===== src/rtl/add_sub_pkg.sv =====
// Shared types and constants for the digit-serial adder/subtractor.
package add_sub_pkg;

  // Control FSM states.
  typedef enum logic [1:0] {
    IDLE = 2'd0,
    RUN  = 2'd1,
    DONE = 2'd2
  } state_t;

  // Operation encodings on the op input.
  localparam logic OP_ADD = 1'b0;
  localparam logic OP_SUB = 1'b1;

  // Default geometry: 32-bit operands processed 4 bits per cycle.
  localparam int DEF_WIDTH = 32;
  localparam int DEF_DIGIT = 4;

endpackage


===== src/rtl/addsub_slice.sv =====
// Combinational DIGIT-bit ripple-carry slice. Also exports the carry into
// its top bit so the caller can form signed overflow on the final digit.
module addsub_slice
  import add_sub_pkg::*;
#(
  parameter int DIGIT = DEF_DIGIT
) (
  input  logic [DIGIT-1:0] a,
  input  logic [DIGIT-1:0] b,
  input  logic             cin,
  output logic [DIGIT-1:0] sum,
  output logic             cout,
  output logic             c_top
);

  logic [DIGIT:0] w_c;

  // Ripple the carry through the digit one bit at a time.
  always_comb begin
    w_c    = '0;
    sum    = '0;
    w_c[0] = cin;
    for (int i = 0; i < DIGIT; i++) begin
      sum[i]   = a[i] ^ b[i] ^ w_c[i];
      w_c[i+1] = (a[i] & b[i]) | (a[i] & w_c[i]) | (b[i] & w_c[i]);
    end
  end

  assign cout  = w_c[DIGIT];
  assign c_top = w_c[DIGIT-1];

endmodule


===== src/rtl/serial_add_sub32.sv =====
// Digit-serial two's complement adder/subtractor.
// Handshake: an operation transfers on a rising edge where in_valid and
// in_ready are both 1; a result transfers on a rising edge where out_valid
// and out_ready are both 1. in_ready is high only in IDLE, out_valid only in
// DONE, and the result holds stable in DONE until it is taken.
// Subtraction is A + ~B + 1: B is inverted at accept time and the carry
// register is seeded with op, so one slice serves both operations.
module serial_add_sub32
  import add_sub_pkg::*;
#(
  parameter int WIDTH = DEF_WIDTH,
  parameter int DIGIT = DEF_DIGIT
) (
  input  logic             clk,
  input  logic             rst_n,
  input  logic             in_valid,
  output logic             in_ready,
  input  logic             op,
  input  logic [WIDTH-1:0] A,
  input  logic [WIDTH-1:0] B,
  output logic             out_valid,
  input  logic             out_ready,
  output logic [WIDTH-1:0] result,
  output logic             carry_out,
  output logic             overflow,
  output state_t           o_state
);

  localparam int NDIG = WIDTH / DIGIT;
  localparam int CW   = (NDIG > 1) ? $clog2(NDIG) : 1;
  localparam int IW   = (WIDTH > 1) ? $clog2(WIDTH) : 1;
  localparam logic [CW-1:0] LAST = CW'(NDIG - 1);

  state_t           r_state;
  state_t           w_next;
  logic [WIDTH-1:0] r_a;
  logic [WIDTH-1:0] r_b;
  logic [WIDTH-1:0] r_res;
  logic             r_cy;
  logic             r_ovf;
  logic [CW-1:0]    r_cnt;
  logic [IW-1:0]    w_base;
  logic [DIGIT-1:0] w_sum;
  logic             w_cout;
  logic             w_ctop;
  logic             w_last;

  // Bit offset of the digit being processed this RUN cycle.
  assign w_base = IW'(r_cnt) * IW'(DIGIT);
  assign w_last = (r_cnt == LAST);

  addsub_slice #(
    .DIGIT(DIGIT)
  ) u_slice (
    .a    (r_a[w_base +: DIGIT]),
    .b    (r_b[w_base +: DIGIT]),
    .cin  (r_cy),
    .sum  (w_sum),
    .cout (w_cout),
    .c_top(w_ctop)
  );

  // State register.
  always_ff @(posedge clk or negedge rst_n) begin
    if (!rst_n) r_state <= IDLE;
    else        r_state <= w_next;
  end

  // Next-state and handshake outputs.
  always_comb begin
    w_next    = r_state;
    in_ready  = 1'b0;
    out_valid = 1'b0;
    case (r_state)
      IDLE: begin
        in_ready = 1'b1;
        if (in_valid) w_next = RUN;
      end
      RUN: begin
        if (w_last) w_next = DONE;
      end
      DONE: begin
        out_valid = 1'b1;
        if (out_ready) w_next = IDLE;
      end
      default: w_next = IDLE;
    endcase
  end

  // Operand capture and digit-serial datapath.
  always_ff @(posedge clk or negedge rst_n) begin
    if (!rst_n) begin
      r_a   <= '0;
      r_b   <= '0;
      r_res <= '0;
      r_cy  <= 1'b0;
      r_ovf <= 1'b0;
      r_cnt <= '0;
    end else begin
      case (r_state)
        IDLE: begin
          if (in_valid) begin
            r_a   <= A;
            r_b   <= (op == OP_SUB) ? ~B : B;
            r_cy  <= op;
            r_cnt <= '0;
          end
        end
        RUN: begin
          r_res[w_base +: DIGIT] <= w_sum;
          r_cy                   <= w_cout;
          if (w_last) r_ovf <= w_ctop ^ w_cout;
          else        r_cnt <= r_cnt + CW'(1);
        end
        default: begin
        end
      endcase
    end
  end

  assign result    = r_res;
  assign carry_out = r_cy;
  assign overflow  = r_ovf;
  assign o_state   = r_state;

endmodule

===== config.mk =====
export PLATFORM = sky130hd
export DESIGN_NAME = serial_add_sub32
export DESIGN_NICKNAME = d
export VERILOG_FILES = /design/src/rtl/add_sub_pkg.sv /design/src/rtl/addsub_slice.sv /design/src/rtl/serial_add_sub32.sv
export SDC_FILE = /design/constraint.sdc
export NUM_CORES = 1
export LEC_CHECK = 0
export BUFFER_PORTS_ARGS = -buffer_cell sky130_fd_sc_hd__buf_2
export CAP_MARGIN = 25
export CORE_ASPECT_RATIO = 0.7
export CORE_MARGIN = 2
export CORE_UTILIZATION = 40
export CTS_BUF_LIST = sky130_fd_sc_hd__clkbuf_8
export CTS_CLUSTER_SIZE = 10
export DETAILED_ROUTE_END_ITERATION = 16
export HOLD_SLACK_MARGIN = 0.02
export SLEW_MARGIN = 10
export SYNTH_ARGS = -nofsm -noshare
export SYNTH_HDL_FRONTEND = slang
export SYNTH_SLANG_ARGS = --single-unit

===== constraint.sdc =====
create_clock -name clk -period 6.6 [get_ports clk]
set_input_delay 1.32 -clock clk [delete_from_list [all_inputs] [get_ports clk]]
set_output_delay 1.32 -clock clk [all_outputs]
set_load 0.05 [all_outputs]

==> key figures, run 1 <==
Floorplanning
  • IO Pins: 107
  • Die Wd: 138 um
  • Core ar.: 12400 um^2
  • Row cnt: 34
  • Die height: 98.1 um
  • Initial Utilization: 0.409
  • Die area: 13600 um^2

Clock network
  • Clock sink total: 103
  • Clk buf depth: 2
  • # hold bufs at CTS: 0
  • Number of buffers created by CTS: 9
  • CTS tree: built
  • Clk slew on worst S/H paths: 90 ps
  • Clock latency reported for the late side of the worst-skew pair: 360 ps
  • Clk root buf: clkbuf_8
  • Post-CTS Setup Inserts: 0
  • Htree depth: 3
  • Post_cts resized: 0

Critical path
  • Crit path max fanout: 14
  • WP data arrival: 4140 ps
  • WP data required: 6860 ps
  • Critical Path Start Type: flop
  • Crit. End Element: flop
  • Kind of critical path: flop to flop

Global route
  • Largest net degree at the start of global routing: 97
  • Gr usage total: 0.170
  • Gr ovfl total: 0
  • Number of global-route vias before repair: 3398
  • Initial antenna violation count: 0
  • First-pass GRT wire length: 18100 um

Route
  • Final ANT Viol Nets: 0
  • Vias: 3262
  • Number of DRC markers in iteration 0: 127
  • Wire per inst: 16.4 um
  • # DRC: 0
  • DRT Pass-1 Iters: 4
  • Drt via density: 4.95
  • WL final: 10800 um

Placed design
  • Count of input and output buffers: 106
  • Placed insts: 643
  • Hpwl dp: 7900 um
  • Placer Congestion: 0.798

Synthesis
  • Yosys warns: 0
  • Post-Synthesis Mean Instance Area: 12.9 um^2
  • Top_reg_cell synth: dfrtp_1
  • Post-synthesis sequential area ratio: 0.509
  • Post-synthesis cell area: 5060 um^2
  • Fraction of registers with async set/reset: 1.00
  • Synth Net Count: 473
  • Number of flops mapped to enable cells by yosys: 0
  • Synth Register Bits: 103
  • Post-Synthesis Cells: 393
  • Post-synth cell types: 33

Cells and area
  • Final nets: 572
  • Final non-filler cell total: 659
  • Most frequent cells in the layout: buf_2, dfrtp_1, mux2_1
  • Ant diodes: 0
  • Most common cell after layout, fill and taps aside: buf_2
  • Share of post-route cells with drive strength above 1: 0.326
  • Area grow syn2layout: 17.7%

Timing
  • Setup Skew: 5.43 ps
  • Pins Over Slew Limit: 0
  • Setup TNS: 0 ps
  • Final setup vio count: 0
  • Crit share post-route: 0.588
  • Min cycle time layout: 3880 ps
  • Tightest Pin Transition: 1040 ps
  • Slew HR: 0.306
  • RSZ-0062 raised after global routing: no
  • Fmax: 0.258 GHz
  • Final Hold Fails: 0

Pwr
  • Leakage: 2.82 nW
  • IR drop worst, VDD: 0.310 mV
  • Pwr dens: 565 nW/um^2

Status
  • Outcome: finished, final reports clean

Hold path
  • Hold WC Path Type: flop to flop

Flow run
  • Max-cap violations: 0
-- path summary, 6_finish.rpt --
kind / startpoint / end / slack, ps / depth (start not counted)
worst max-delay path: r_cnt[0] / result[15] / 2720 / 13
worst min-delay path: r_a[26] / r_a[26] / 490 / 1
worst max register to register: r_cnt[0] / result[15] / 2720 / 13
worst min register to register: r_a[26] / r_a[26] / 490 / 1
max in group asynchronous: rst_n / r_b[23] / 4530 / 2
min in group asynchronous: rst_n / r_a[31] / 960 / 1
-- routing by layer --
layer  global-route usage  wire [um]
met1                0.263       5600
met2                0.235       4450
met3               0.0490        662
met4               0.0400         67
met5                    0          0
-- cells in the mapped netlist (2+ instances only) --
| library cell | number | share of area |
|---|---|---|
| dfrtp_1 | 103 | 0.51 |
| mux2_1 | 56 | 0.12 |
| nor2_1 | 49 | 0.036 |
| xnor2_1 | 33 | 0.057 |
| a21oi_1 | 32 | 0.032 |
| mux4_2 | 16 | 0.071 |
| nand2_1 | 16 | 0.012 |
| buf_2 | 13 | 0.013 |
| inv_1 | 11 | 0.0082 |
| mux2i_1 | 9 | 0.018 |
| ha_1 | 7 | 0.017 |
| mux2_2 | 6 | 0.013 |
| a22o_1 | 5 | 0.0087 |
| buf_4 | 5 | 0.0074 |
| fa_1 | 4 | 0.016 |
| nor3_2 | 4 | 0.0079 |
| clkbuf_1 | 3 | 0.0022 |
| nand4b_4 | 3 | 0.014 |
| inv_2 | 2 | 0.0015 |
| o21ai_0 | 2 | 0.0020 |
| or3b_1 | 2 | 0.0035 |
-- critical path: stages, from the launching register on --
cell	delay, ps
dfrtp_1	830
buf_4	380
mux4_2	540
nand2_1	80
nand2_1	70
fa_1	380
inv_1	70
fa_1	170
fa_1	200
inv_1	60
fa_1	490
inv_1	140
nor2_1	70
mux2_1	290
-- cell families (layout without fill, tap and decap cells) --
group                    count (synthesis)  after routing  synth area share
AO/OA/AOI/OAI                           42             42            0.0465
XOR/XNOR                                33             33            0.0571
adder cells (fa/ha/maj)                 11             11            0.0331
buffers and inverters                   34            138            0.0321
flip-flops                             103            103             0.509
multiplexers                            87             87             0.227
AND/OR/NAND/NOR                         83             83            0.0949
-- stage by stage --
step / power, W / utilization / instance area, um^2 / hold WS, ps / worst slack (ps)
6_report: 0.00336 / 0.481 / 5960 / 490 / 2720
5_1_grt: 0.00361 / 0.481 / 5960 / 511 / 2410
4_1_cts: 0.00340 / 0.481 / 5960 / 491 / 2670
3_5_place_dp: 0.00291 / 0.461 / 5710 / 469 / 2690
3_3_place_gp: 0.00288 / 0.461 / 5710 / 468 / 2740
2_1_floorplan: 0.00243 / - / 5060 / 452 / 3360
-- final cells by class --
class | count | area [um^2]
Clock buffer | 10 | 138
Clock inverter | 6 | 108
Fill cell | 1135 | 6420
Inverter | 13 | 48.8
Multi-Input combinational cell | 256 | 2330
Sequential cell | 103 | 2580
Tap cell | 162 | 203
Timing Repair Buffer | 109 | 556
-- power breakdown --
group	leakage, nW	switching (W)	internal [W]
logic	1.46	0.00103	0.000720
registers	1.24	0.000225	0.000916
clock network	0.122	0.000212	0.000261
-- flip-flops by register name (all words and copies together), names as in the netlist --
register and count:
carry_out 1, r_a 32, o_state 2, r_cnt 3, overflow 1, r_b 32, result 32
Note: power is estimated with default switching activity, not from simulation.
==> run 2, diff against run 1 <==
==> constraint.sdc (replaced) <==
create_clock -name clk -period 4 [get_ports clk]
set_input_delay 0.8 -clock clk [delete_from_list [all_inputs] [get_ports clk]]
set_output_delay 0.8 -clock clk [all_outputs]
set_load 0.05 [all_outputs]
==> key figures, run 2 (synthesis results as in run 1) <==
Critical path
  • Delay of the slowest critical-path stage: 710 ps (-120 ps)
  • Crit-path cells: mux4_2 > nand2_1 > nand2_1 > fa_1 > inv_1 > fa_1 > fa_1 > inv_1 > fa_1 > inv_1 > nor2_1 > mux2_1
  • Critical Path Start Type: flop
  • WP data required: 4260 ps (-2600 ps)
  • Crit. End Element: flop
  • Kind of critical path: flop to flop
  • CP delay by family, top: adder cells
  • CP most frequent cell: fa_1
  • Crit path max fanout: 10 (-4)
  • Slowest stage cell, crit path: dfrtp_1
  • WP data arrival: 3720 ps (-420 ps)
  • WP buf/inv: 3 (-1)

Floorplanning
  • Die height: 98.1 um (unchanged)
  • Initial Utilization: 0.409 (unchanged)
  • Die area: 13600 um^2 (unchanged)
  • Core ar.: 12400 um^2 (unchanged)
  • Row cnt: 34 (unchanged)
  • IO Pins: 107 (unchanged)
  • Die Wd: 138 um (unchanged)

Route
  • WL final: 11300 um (+5.2%)
  • # DRC: 0 (unchanged)
  • Final ANT Viol Nets: 0 (unchanged)
  • Number of DRC markers in iteration 0: 150 (+18%)
  • Drt via density: 4.99 (+0.86%)
  • Wire per inst: 17.1 um (+4.4%)
  • Vias: 3315 (+1.6%)
  • DRT Pass-1 Iters: 4 (unchanged)

Global route
  • First-pass GRT wire length: 18700 um (+3.3%)
  • Initial antenna violation count: 0 (unchanged)
  • Largest net degree at the start of global routing: 85 (-12%)
  • Gr ovfl total: 0 (unchanged)
  • Number of global-route vias before repair: 3454 (+1.6%)
  • Gr usage total: 0.178 (+0.00792)

Timing
  • Pins Over Slew Limit: 0 (unchanged)
  • Setup TNS: 0 ps (unchanged)
  • Setup Skew: 10.6 ps (+5.21 ps)
  • RSZ-0062 raised after global routing: no
  • Crit share post-route: 0.865 (+0.277)
  • Slew HR: 0.403 (+0.0971)
  • Fmax: 0.289 GHz (+12%)
  • Final setup vio count: 0 (unchanged)
  • Final Hold Fails: 0 (unchanged)
  • Tightest Pin Transition: 895 ps (-146 ps)
  • Hold slack final: 334 ps (-156 ps)
  • Min cycle time layout: 3460 ps (-421 ps)

Cells and area
  • Most common cell after layout, fill and taps aside: buf_2
  • Share of post-route cells with drive strength above 1: 0.331 (+0.00472)
  • Final core occ: 0.482 (+0.000909)
  • Area grow syn2layout: 17.9%
  • Final nets: 577 (+0.87%)
  • Most frequent cells in the layout: buf_2, dfrtp_1, mux2_1
  • Final non-filler cell total: 664 (+0.76%)
  • Ant diodes: 0 (unchanged)

Clock network
  • Htree depth: 3 (unchanged)
  • Clk buf depth: 2 (unchanged)
  • Clock sink total: 103 (unchanged)
  • Post_cts resized: 0 (unchanged)
  • CTS tree: built
  • Clk slew on worst S/H paths: 90 ps (about the same)
  • # hold bufs at CTS: 0 (unchanged)
  • Post-CTS Setup Inserts: 0 (unchanged)
  • Clk root buf: clkbuf_8
  • Number of buffers created by CTS: 9 (unchanged)
  • Clock latency reported for the late side of the worst-skew pair: 370 ps (about the same)

Pwr
  • IR drop worst, VDD: 0.571 mV (+84%)
  • Leakage: 2.83 nW (+0.22%)
  • Pwr dens: 925 nW/um^2 (+64%)

Placed design
  • Placer Congestion: 0.794 (-0.49%)
  • Placed insts: 647 (+0.62%)
  • Count of input and output buffers: 106 (unchanged)
  • Hpwl dp: 8230 um (+4.2%)

Hold path
  • Hold WC Path Type: input pin to async pin

Flow run
  • Max-cap violations: 0 (unchanged)

Status
  • Outcome: finished, final reports clean
==> run 2: report_power, final <==
part	internal [W]	leakage [nW]	switching, W
Combinational	0.00121	1.49	0.00178
Sequential	0.00151	1.24	0.000359
Clock	0.000303	0.0957	0.000360
==> run 2: metal layers <==
layer | GRT usage | share of wire | vias up | wire (um)
met1 | 0.270 | 0.52 | 1663 | 5920
met5 | 0 | 0 | - | 0
met2 | 0.256 | 0.41 | 84 | 4670
li1 | - | - | 1560 | -
met4 | 0.0400 | 0.0095 | 0 | 108
met3 | 0.0486 | 0.057 | 8 | 643
==> run 2: final cells by class <==
class | count | area (um^2)
tap | 162 | 203
sequential | 103 | 2580
inverter | 13 | 48.8
clock inverter | 6 | 61.3
fill | 1137 | 6410
clock buffer | 10 | 138
timing repair buffer | 114 | 613
multi-input combinational | 256 | 2330
==> run 2: path summary, 6_finish.rpt <==
| check | from | to | slack [ps] | cells after the start |
|---|---|---|---|---|
| hold / removal | rst_n | r_a[31] | 330 | 1 |
| max in group asynchronous | rst_n | r_b[7] | 2740 | 3 |
| setup / recovery | r_cnt[0] | result[7] | 540 | 12 |
| setup reg to reg | r_cnt[0] | result[7] | 540 | 12 |
| min in group clk | result[5] | result[5] | 490 | 1 |
| hold reg to reg | result[5] | result[5] | 490 | 1 |
==> run 2: through the flow <==
step                instance area [um^2]  setup slack (ps)  power, W
detailed placement                  5740               520   0.00488
global route                        5970               266   0.00594
finish                              5970               538   0.00552
CTS                                 5940               497   0.00556
global placement                    5740               636   0.00481
floorplan                           5060               764   0.00402
==> run 3, diff against run 2 <==
--- a/config.mk
+++ b/config.mk
@@ -5,6 +5,7 @@
 export SDC_FILE = /design/constraint.sdc
 export NUM_CORES = 1
 export LEC_CHECK = 0
+export ABC_AREA = 1
 export BUFFER_PORTS_ARGS = -buffer_cell sky130_fd_sc_hd__buf_2
 export CAP_MARGIN = 25
 export CORE_ASPECT_RATIO = 0.7
@@ -13,7 +14,6 @@
 export CTS_BUF_LIST = sky130_fd_sc_hd__clkbuf_8
 export CTS_CLUSTER_SIZE = 10
 export DETAILED_ROUTE_END_ITERATION = 16
-export HOLD_SLACK_MARGIN = 0.02
 export SLEW_MARGIN = 10
 export SYNTH_ARGS = -nofsm -noshare
 export SYNTH_HDL_FRONTEND = slang
==> key figures, run 3 <==
Critical path
  • Crit path max fanout: 32 (+22)
  • Delay of the slowest critical-path stage: 680 ps (-30 ps)
  • Crit. End Element: flop
  • WP data arrival: 3660 ps (-60 ps)
  • Crit-path cells: inv_4 > nand2_1 > nand3_1 > nand2_1 > nand2_1 > nand2_1 > fa_1 > inv_1 > fa_1 > fa_1 > inv_1 > fa_1 > nand3_1 > nor2_1 > nand3_1 > nand2_1
  • Critical Path Start Type: flop
  • CP most frequent cell: nand2_1
  • Slowest stage cell, crit path: dfrtp_2
  • WP data required: 4270 ps (about the same)
  • Kind of critical path: flop to flop

Cells and area
  • Ant diodes: 0 (unchanged)
  • Share of post-route cells with drive strength above 1: 0.192 (-0.139)
  • Fill count: 1342 (+18%)
  • Final design instance area without fill: 6310 um^2 (+5.8%)
  • Most common cell after layout, fill and taps aside: nand2_1
  • FF+latch area: 2580 um^2 (about the same)
  • Final core occ: 0.477 (-0.00463)
  • Area grow syn2layout: 15.6%
  • Most frequent cells in the layout: nand2_1, buf_2, dfrtp_1
  • Final nets: 864 (+50%)
  • Multi-input gate area: 2400 um^2 (+3.0%)

Timing
  • Setup Skew: 10.2 ps (-0.443 ps)
  • Crit share post-route: 0.848 (-0.0177)
  • RSZ-0062 raised after global routing: no
  • Slew HR: 0.402 (-0.000950)
  • Setup TNS: 0 ps (unchanged)
  • Final setup vio count: 0 (unchanged)
  • Min cycle time layout: 3390 ps (-70.8 ps)
  • Final Hold Fails: 0 (unchanged)
  • Pins Over Slew Limit: 0 (unchanged)
  • Tightest Pin Transition: 897 ps (+1.42 ps)
  • Fmax: 0.295 GHz (+2.1%)

Clock network
  • Htree depth: 3 (unchanged)
  • Clk buf depth: 2 (unchanged)
  • Clk slew on worst S/H paths: 100 ps (about the same)
  • CTS tree: built
  • Clock sink total: 103 (unchanged)
  • Number of buffers created by CTS: 9 (unchanged)
  • # hold bufs at CTS: 0 (unchanged)
  • Clock latency reported for the late side of the worst-skew pair: 380 ps (about the same)
  • Clk root buf: clkbuf_8
  • Post-CTS Setup Inserts: 0 (unchanged)
  • Post_cts resized: 0 (unchanged)

Synthesis
  • Synth cell count leaders: nand2_1, dfrtp_1, inv_1
  • Post-Synth XOR/XNOR Area: 0.0529 (-0.00420)
  • Number of flops mapped to enable cells by yosys: 0 (unchanged)
  • Simple-Gate Fraction of Synth Area: 0.293 (+0.198)
  • Main combinational cell family by area after synthesis: simple AND/OR/NAND/NOR gates
  • Post-Synthesis Cells: 692 (+76%)
  • Fraction of registers with async set/reset: 1.00 (unchanged)
  • Top post-synthesis cells by area: dfrtp_1, nand2_1, nand3_1, xnor2_1, o21ai_0
  • Synth Net Count: 772 (+63%)
  • Area leader, netlist: dfrtp_1
  • Synth Register Bits: 103 (unchanged)
  • Yosys warns: 0 (unchanged)
  • Post-synth top area share: 0.472 (-0.0374)
  • Adder-cell share of the synthesized area: 0.0307 (-0.00244)
  • Portion of netlist area occupied by mux cells: 0 (-0.227)
  • Post-synth cell types: 26 (-21%)
  • Post-synthesis cell area: 5460 um^2 (+7.9%)
  • Most frequent cell after synthesis: nand2_1
  • Synth Area in Compound Gates: 0.0618 (+0.0154)
  • Post-synthesis sequential area ratio: 0.472 (-0.0374)
  • Top_reg_cell synth: dfrtp_1
  • Post-Synthesis Mean Instance Area: 7.89 um^2 (-39%)

Route
  • Number of DRC markers in iteration 0: 305 (+100%)
  • # DRC: 0 (unchanged)
  • Vias: 4566 (+38%)
  • Drt via density: 4.70 (-5.9%)
  • Wire per inst: 13.2 um (-22%)
  • WL final: 12900 um (+13%)
  • DRT Pass-1 Iters: 5 (+1)
  • Final ANT Viol Nets: 0 (unchanged)

Global route
  • Gr usage total: 0.188 (+0.0104)
  • Number of global-route vias before repair: 4260 (+23%)
  • Gr ovfl total: 0 (unchanged)
  • Initial antenna violation count: 0 (unchanged)
  • Largest net degree at the start of global routing: 83 (-2.4%)
  • First-pass GRT wire length: 21600 um (+15%)

Placed design
  • Placer Congestion: 0.822 (+3.6%)
  • Count of input and output buffers: 106 (unchanged)
  • Placed cell areas: 6070 um^2 (+5.7%)
  • Hpwl dp: 9610 um (+17%)

Flow run
  • Max-cap violations: 0 (unchanged)

Floorplanning
  • IO Pins: 107 (unchanged)
  • Core ar.: 13200 um^2 (+6.8%)
  • Row cnt: 35 (+2.9%)
  • Die area: 14600 um^2 (+7.7%)
  • Die Wd: 144 um (+3.8%)
  • Initial Utilization: 0.413 (+0.00422)
  • Die height: 102 um (+3.7%)

Pwr
  • IR drop worst, VDD: 0.326 mV (-43%)
  • Pwr dens: 881 nW/um^2 (-4.8%)
  • Leakage: 3.39 nW (+20%)

Hold path
  • Hold WC Path Type: input pin to async pin

Status
  • Outcome: finished, final reports clean
-- run 3: cell types whose count changed in the layout (fill, tap and decap cells not counted), moves of 7 or more --
cell,before,now
nor2_4,0,7
nand2_1,16,252
nor2_1,49,33
o21ai_1,0,7
nand3_1,0,66
a21oi_1,32,0
mux2i_1,9,0
mux4_2,16,0
mux2_1,56,0
o21ai_0,2,56
inv_1,12,69
-- run 3: per-layer routing --
metal / global-route usage / up-vias / share of wire
li1: - / 2319 / -
met2: 0.268 / 127 / 0.41
met4: 0.0460 / 0 / 0.0092
met1: 0.286 / 2110 / 0.52
met5: 0 / - / 0
met3: 0.0473 / 10 / 0.062
-- run 3: critical path: cells and delay by family, from the launching register on --
kind / cells / cell delay (ps)
flip-flops: 1 / 680
buffers and inverters: 3 / 390
AND/OR/NAND/NOR: 9 / 760
adder cells (fa/ha/maj): 4 / 1440
-- run 3: through the flow --
stage          power (W)  instances  setup slack, ps  hold slack [ps]
5_1_grt          0.00610        972              272              302
6_report         0.00557        972              609              301
4_1_cts          0.00561        971              599              486
3_5_place_dp     0.00486        957              633              462
3_3_place_gp     0.00478        957              709              461
2_1_floorplan    0.00409        692             1090              450
-- run 3: cell type report --
class                           instances  area share
Clock inverter                          3      0.0107
Tap cell                              185      0.0367
Clock buffer                           11      0.0240
Sequential cell                       103       0.408
Timing Repair Buffer                  112      0.0947
Inverter                               77      0.0462
Multi-Input combinational cell        481       0.379
-- run 3: report_power, final --
| group | internal (W) | total (W) | switching, W |
|---|---|---|---|
| Combinational | 0.000919 | 0.00308 | 0.00217 |
| Sequential | 0.00149 | 0.00175 | 0.000265 |
| Clock | 0.000380 | 0.000727 | 0.000347 |
| Total | 0.00279 | 0.00557 | 0.00278 |
-- run 3: final timing paths --
kind	startpoint	end	slack [ps]	cells after the start
min reg2reg	result[17]	result[17]	480	2
max	r_cnt[0]	result[31]	610	16
max reg2reg	r_cnt[0]	result[31]	610	16
max in group asynchronous	rst_n	r_cnt[0]	3090	2
min	rst_n	r_a[14]	300	1
min in group clk	result[17]	result[17]	480	2
-- run 3: logic make-up (layout without fill, tap and decap cells) --
| kind of cell | after synthesis | after routing |
|---|---|---|
| adder cells (fa/ha/maj) | 11 | 11 |
| AND/OR/NAND/NOR | 372 | 372 |
| buffers and inverters | 108 | 203 |
| AO/OA/AOI/OAI | 65 | 65 |
| XOR/XNOR | 33 | 33 |
| flip-flops | 103 | 103 |
